--- src/rtl/cdc_handshake_tx_pkg.sv ---
// Shared constants for the source half of the two-phase CDC handshake.
// Holds the FSM state encoding and the shortest ack synchronizer chain that is allowed.
package cdc_handshake_tx_pkg;

  typedef logic [0:0] state_t;

  localparam state_t ST_IDLE     = 1'b0;
  localparam state_t ST_WAIT_ACK = 1'b1;

  localparam int unsigned MIN_SYNC_STAGES = 32'd2;

endpackage

--- src/rtl/cdc_handshake_tx_pipeline.sv ---
// Reset-to-zero flop chain, used as the multi-flop synchronizer for asynchronous inputs.
// The output q is taken from the last stage only.
module pipeline
  import cdc_handshake_tx_pkg::*;
#(
  parameter int unsigned DATA_WIDTH  = 32'd1,
  parameter int unsigned SYNC_STAGES = MIN_SYNC_STAGES
) (
  input  logic                  clk,
  input  logic                  rst,
  input  logic [DATA_WIDTH-1:0] d,
  output logic [DATA_WIDTH-1:0] q
);

  logic [DATA_WIDTH-1:0] stage_q [SYNC_STAGES];
  logic [DATA_WIDTH-1:0] stage_d [SYNC_STAGES];

  // shift the chain by one stage per clock
  always_comb begin
    stage_d[0] = d;
    for (int i = 1; i < int'(SYNC_STAGES); i++) begin
      stage_d[i] = stage_q[i-1];
    end
  end

  // chain registers, cleared on reset
  always_ff @(posedge clk) begin
    if (rst) begin
      for (int i = 0; i < int'(SYNC_STAGES); i++) begin
        stage_q[i] <= '0;
      end
    end else begin
      stage_q <= stage_d;
    end
  end

  assign q = stage_q[SYNC_STAGES-1];

endmodule

--- src/rtl/cdc_handshake_tx.sv ---
// Source-domain side of a two-phase toggle CDC handshake: accepts a word, holds it on
// xfer_data, toggles xfer_req and waits for the synchronized ack toggle to match.
module cdc_handshake_tx
  import cdc_handshake_tx_pkg::*;
#(
  parameter int unsigned DATA_WIDTH  = 32'd8,
  parameter int unsigned SYNC_STAGES = 32'd2,
  parameter int unsigned ACK_TIMEOUT = 32'd0
) (
  input  logic                  clk,
  input  logic                  rst,
  input  logic                  in_valid,
  input  logic [DATA_WIDTH-1:0] in_data,
  output logic                  in_ready,
  output logic                  xfer_req,
  output logic [DATA_WIDTH-1:0] xfer_data,
  input  logic                  xfer_ack_async,
  output logic                  done,
  output logic                  busy,
  output logic                  timeout
);

  localparam int unsigned STAGES = (SYNC_STAGES < MIN_SYNC_STAGES) ? MIN_SYNC_STAGES : SYNC_STAGES;
  localparam int unsigned CNT_W  = (ACK_TIMEOUT > 32'd1) ? $clog2(ACK_TIMEOUT + 32'd1) : 32'd1;
  localparam logic [CNT_W-1:0] CNT_MAX = '1;
  localparam logic [CNT_W-1:0] TO_LAST = (ACK_TIMEOUT > 32'd0) ? CNT_W'(ACK_TIMEOUT - 32'd1) : '0;

  state_t                state_q, state_d;
  logic                  xfer_req_q, xfer_req_d;
  logic [DATA_WIDTH-1:0] xfer_data_q, xfer_data_d;
  logic                  done_q, done_d;
  logic                  timeout_q, timeout_d;
  logic [CNT_W-1:0]      cnt_q, cnt_d;
  logic                  ack_sync;
  logic                  accept_s;
  logic                  ack_seen_s;

  pipeline #(
    .DATA_WIDTH  (1),
    .SYNC_STAGES (STAGES)
  ) u_ack_sync (
    .clk (clk),
    .rst (rst),
    .d   (xfer_ack_async),
    .q   (ack_sync)
  );

  assign accept_s   = (state_q == ST_IDLE) && in_valid;
  assign ack_seen_s = (state_q == ST_WAIT_ACK) && (ack_sync == xfer_req_q);

  // state register
  always_ff @(posedge clk) begin
    if (rst) begin
      state_q <= ST_IDLE;
    end else begin
      state_q <= state_d;
    end
  end

  // next-state logic
  always_comb begin
    state_d = state_q;
    case (state_q)
      ST_IDLE: begin
        if (in_valid) state_d = ST_WAIT_ACK;
        else          state_d = ST_IDLE;
      end
      ST_WAIT_ACK: begin
        if (ack_sync == xfer_req_q) state_d = ST_IDLE;
        else                        state_d = ST_WAIT_ACK;
      end
      default: state_d = ST_IDLE;
    endcase
  end

  // state-decoded handshake outputs
  always_comb begin
    in_ready = 1'b0;
    busy     = 1'b0;
    case (state_q)
      ST_IDLE: begin
        in_ready = 1'b1;
        busy     = 1'b0;
      end
      ST_WAIT_ACK: begin
        in_ready = 1'b0;
        busy     = 1'b1;
      end
      default: begin
        in_ready = 1'b0;
        busy     = 1'b0;
      end
    endcase
  end

  // request/data capture, completion pulse and saturating wait counter
  always_comb begin
    xfer_req_d  = xfer_req_q;
    xfer_data_d = xfer_data_q;
    cnt_d       = cnt_q;
    timeout_d   = timeout_q;
    done_d      = ack_seen_s;
    if (accept_s) begin
      xfer_req_d  = ~xfer_req_q;
      xfer_data_d = in_data;
      cnt_d       = '0;
    end else if ((state_q == ST_WAIT_ACK) && (cnt_q != CNT_MAX)) begin
      cnt_d = cnt_q + CNT_W'(1'b1);
    end else begin
      cnt_d = cnt_q;
    end
    // the flag is sticky: only reset clears it, the wait itself carries on
    if ((ACK_TIMEOUT != 32'd0) && (state_q == ST_WAIT_ACK) && (cnt_q == TO_LAST)) begin
      timeout_d = 1'b1;
    end else begin
      timeout_d = timeout_q;
    end
  end

  // datapath registers
  always_ff @(posedge clk) begin
    if (rst) begin
      xfer_req_q  <= 1'b0;
      xfer_data_q <= '0;
      done_q      <= 1'b0;
      timeout_q   <= 1'b0;
      cnt_q       <= '0;
    end else begin
      xfer_req_q  <= xfer_req_d;
      xfer_data_q <= xfer_data_d;
      done_q      <= done_d;
      timeout_q   <= timeout_d;
      cnt_q       <= cnt_d;
    end
  end

  assign xfer_req  = xfer_req_q;
  assign xfer_data = xfer_data_q;
  assign done      = done_q;
  assign timeout   = timeout_q;

endmodule

--- config.mk ---
export PLATFORM = sky130hd
export DESIGN_NAME = cdc_handshake_tx
export DESIGN_NICKNAME = d
export VERILOG_FILES = /design/src/rtl/cdc_handshake_tx_pkg.sv /design/src/rtl/cdc_handshake_tx_pipeline.sv /design/src/rtl/cdc_handshake_tx.sv
export SDC_FILE = /design/constraint.sdc
export NUM_CORES = 1
export LEC_CHECK = 0
export CAP_MARGIN = 20
export CELL_PAD_IN_SITES_DETAIL_PLACEMENT = 0
export CELL_PAD_IN_SITES_GLOBAL_PLACEMENT = 1
export CORE_AREA = 2 2 45 47
export DETAILED_ROUTE_END_ITERATION = 8
export DIE_AREA = 0 0 47 49
export PLACE_DENSITY_LB_ADDON = 0.1
export SETUP_SLACK_MARGIN = 0.2
export SYNTH_ARGS = -nofsm -noshare
export SYNTH_HDL_FRONTEND = slang
export SYNTH_SLANG_ARGS = --single-unit
--- constraint.sdc ---
create_clock -name clk -period 1.8 [get_ports clk]
set_clock_uncertainty 0.2 [all_clocks]
set_input_delay 0.36 -clock clk [delete_from_list [all_inputs] [get_ports clk]]
set_output_delay 0.36 -clock clk [all_outputs]
set_load 0.05 [all_outputs]
Yosys cells after proc, flatten, opt, wreduce, memory -nomap -nowiden
Index checks and enable logic that the tools add are counted.
Widths: inputs -> output; s select.
Operators by class
  eq/ne operators: 1
  muxes and demuxes: 5
  reduce and logical (&&, ||, !) cells: 2
  bitwise operators: 2
Operators by type and width (count)
  $pmux 1 s2: 3
  $logic_and 1x1->1: 2
  $mux 1: 2
  $not 1->1: 2
  $eq 1x1->1: 1
Storage, ports and cells
  output and inout port bits: 13
  input port bits: 12
  word-level logic and storage cells: 16
  register bits after elaboration: 13

Depth between registers and ports, before layout
  depth in word-level cells: 3
  depth in mapped cells: 4
  gate-level depth less buffers: 3

Cells and area by module
Synthesis repeated with hierarchy kept, for this count alone.
Unflattened totals
  cell total of the unflattened synthesis: 53
  area, all modules: 451.7 µm²
By module, submodules not included
  cdc_handshake_tx: cells an instance 49, times used 1, sequential area each 220.2 µm², area each 399.1 µm²
  pipeline: cells an instance 4, times used 1, sequential area each 40.0 µm², area each 52.6 µm²

Worst setup path before layout
OpenSTA, ideal clock, no wires.
  kind: reg2out
  start: register state_q
  end: output port in_ready
  arrival: 1.026 ns
  stages on the path, launching flop included: 2
  buffers on the path: 0
  setup slack: 0.214 ns
  data required time: 1.240 ns
  cells stage by stage: dfxtp_1 inv_1
Between the ends
  word-level cells in the longest chain between the ends: 2
Ends and longest elaborated chain
  from (decl): line cdc_handshake_tx.sv:28  | state_t state_q, state_d;
  from (signal assigned): line cdc_handshake_tx.sv:56  | state_q <= state_d;
  $not 1->1
  $pmux 1 s2 *: line cdc_handshake_tx.sv:80  | case (state_q)
  to (decl): line cdc_handshake_tx.sv:14  | output logic in_ready,
Mark *: on every way between the ends. The rest lies on a longest branch, timed or not.

Final worst setup path
Ends and elaborated chain as after synthesis.

==> impl_metrics.yaml <==
run_status:
  status: "complete, no violations"
placement:
  dpl.hpwl_um: 711
  portBuffers: 23
  place_congestion: 0.669
detailed_routing:
  wirelength_um: 926
  wl_per_cell_um: 8.74
  via_count: 416
  viasPerCell: 3.92
  ant_nets: 0
  route.detailed.drc: 0
  drt_iter0_markers: 1
  drtPass1Iterations: 2
worst_setup_path:
  crit_path_max_fanout: 5
  worstSetupPathType: "reg2out"
  reg2reg_depth: 3
  r2r-start: "state_q$_SDFF_PP0_"
  start_kind: "flip-flop"
  r2r-end: "xfer_data[6]$_SDFFE_PP0P_"
  arrival_ns: 0.90
  r2r_slack_ns: 0.61
  cp_data_required_time_ns: 1.24
  end_kind: "output pin"
global_route:
  first_global_vias: 360
  grt-busiest-layer: "met2"
  antenna_found_initial: 0
  grt_max_degree: 13
  met1_usage_pct: 10.9
  use_met3_pct: 5.56
  track_usage_pct: 9.23
  grt_pass1_wl_um: 1500
  gr-total-overflow: 0
  gr-usage-met2_pct: 14.4
min_path:
  hp-start: "u_ack_sync.stage_d[0]$_SDFF_PP0_"
  min_path_cells: 1
  holdPathEnd: "u_ack_sync.q$_SDFF_PP0_"
  hold_class: "reg2reg"
finish:
  fin_util_pct: 40.7
  n_antenna_cell: 0
  nets: 92
  area_delta_synth_final_pct: 65.9
  layout-drive-gt1-share_pct: 24.1
yosys:
  synth_top_area_share_pct: 57.6
  synth_area_leader_cell: "dfxtp_1"
  avgSynthCellArea_um2: 8.52
  synthTopCellsByArea: "dfxtp_1 (58%), nand2_1 (13%), a21oi_1 (10%), nor2b_1 (4.2%), buf_4 (3.3%)"
  syn_inst: 53
  ys_seq_area_share_pct: 57.6
  synth_common_cells: "nand2_1 (16), dfxtp_1 (13), a21oi_1 (9), nor2b_1 (3)"
  mappedNetlistArea_um2: 452
  synth-edff-count: 0
  async_flop_share_pct: 0
  synth.most_common_cell: "nand2_1"
  ys_ff_latch: 13
  synth_flop_cell: "dfxtp_1"
  yosysUniqueCellTypes: 14
  syn-num-nets: 65
  yosys_warnings: 0
timing:
  clock.fmax_mhz: 686
  rsz0062_at_grt: "no"
  finalHoldViolCount: 0
  setup_viol_count_final: 0
  slew_viol_final: 0
  tns_ns: 0
  fin_crit_sh_pct: 80.9
  min_period_ns: 1.46
floorplan:
  fp.dieW_um: 47
  die_area_um2: 2300
  die_h_um: 49
  placementRows: 16
  core_area_um2: 1840
  pin_count: 25
  start_util_pct: 24.5
clocking:
  path_clk_slew_ns: 0.07
  cts_made_buffers: 3
  cts_tree: "done"
  cts_num_sinks: 13
  clk_path_buf_depth: 2
  htree_levels: 1
  cts_root_buf: "clkbuf_4"
  clock_latency_ns: 0.27
  cts-hold-fix-buffers: 0
flow_run:
  maxCapViolations: 0
power:
  p_total_w: 0.000675
  power_density_nw_per_um2: 901
  vdd_ir_drop_max_uv: 666
  p_leak_nw: 0.318
metrics by stage:
stage	cell area (µm²)	hold slack [ns]	std cells	setup WS, ns
finish	749	0.243	106	0.343
global route	749	0.265	106	0.282
CTS	748	0.254	106	0.238
detailed placement	722	0.236	102	0.157
global placement	722	0.234	102	0.175
floorplan	452	0.214	53	0.214
area by class of cell:
| class | count | area, µm² |
|---|---|---|
| Sequential cell | 13 | 262 |
| Fill cell | 217 | 1090 |
| Tap cell | 27 | 33.8 |
| Inverter | 1 | 3.75 |
| Timing Repair Buffer | 26 | 260 |
| Multi-Input combinational cell | 35 | 164 |
| Clock buffer | 4 | 26.3 |
worst max-delay path by stage:
stage                  startpoint                     to  slack [ns]  depth (start not counted)
3_3_place_gp             in_valid  xfer_req$_SDFFE_PP0P_        0.18                          5
5_1_grt        state_q$_SDFF_PP0_               in_ready        0.28                          2
4_1_cts        state_q$_SDFF_PP0_               in_ready        0.24                          2
6_report       state_q$_SDFF_PP0_               in_ready        0.34                          2
2_1_floorplan  state_q$_SDFF_PP0_               in_ready        0.21                          1
3_5_place_dp             in_valid  xfer_req$_SDFFE_PP0P_        0.16                          5
cell usage in the layout, fill, tap and decap left out, types with 2 or more instances in the layout:
cell type	instances
a21oi_1	9
buf_12	3
buf_4	12
clkbuf_4	3
clkdlybuf4s50_1	11
dfxtp_1	12
nand2_1	16
nor2_1	2
nor2b_1	3
sequential cells by signal (all words and copies together) (netlist names):
register,flops
state_q,1
u_ack_sync.q,1
xfer_req,1
xfer_data,8
done,1
u_ack_sync.stage_d,1
cells by family (layout without fill, tap and decap cells):
| kind of cell | after synthesis | after routing | share of synthesized area, % |
|---|---|---|---|
| XOR/XNOR | 2 | 2 | 3.88 |
| buffers and inverters | 5 | 31 | 6.09 |
| AO/OA/AOI/OAI | 9 | 9 | 9.97 |
| other | 1 | 1 | 0.830 |
| flip-flops | 13 | 13 | 57.6 |
| AND/OR/NAND/NOR | 23 | 23 | 21.6 |
report_power, final:
part           total (W)  internal, W  leakage, nW  switching (W)
clock network   0.000171    0.0000857       0.0150      0.0000849
logic           0.000185    0.0000793        0.196       0.000105
registers       0.000320     0.000307        0.107      0.0000135
total           0.000675     0.000472        0.318       0.000204
timing repair:
action,CTS,global route
setup endpoints to repair,0,1
resized for setup,0,1
buffers inserted,0,0
worst max-delay path, cell delays in order, from the launching register on:
cell	delay [ns]
dfxtp_2	0.38
inv_1	0.09
buf_12	0.15
metal layers:
metal / wire [µm] / up-vias
li1: - / 215
met1: 387 / 185
met2: 443 / 16
met3: 95 / 0
met4: 0 / 0
met5: 0 / -
Power figures use the tool's default switching activity.
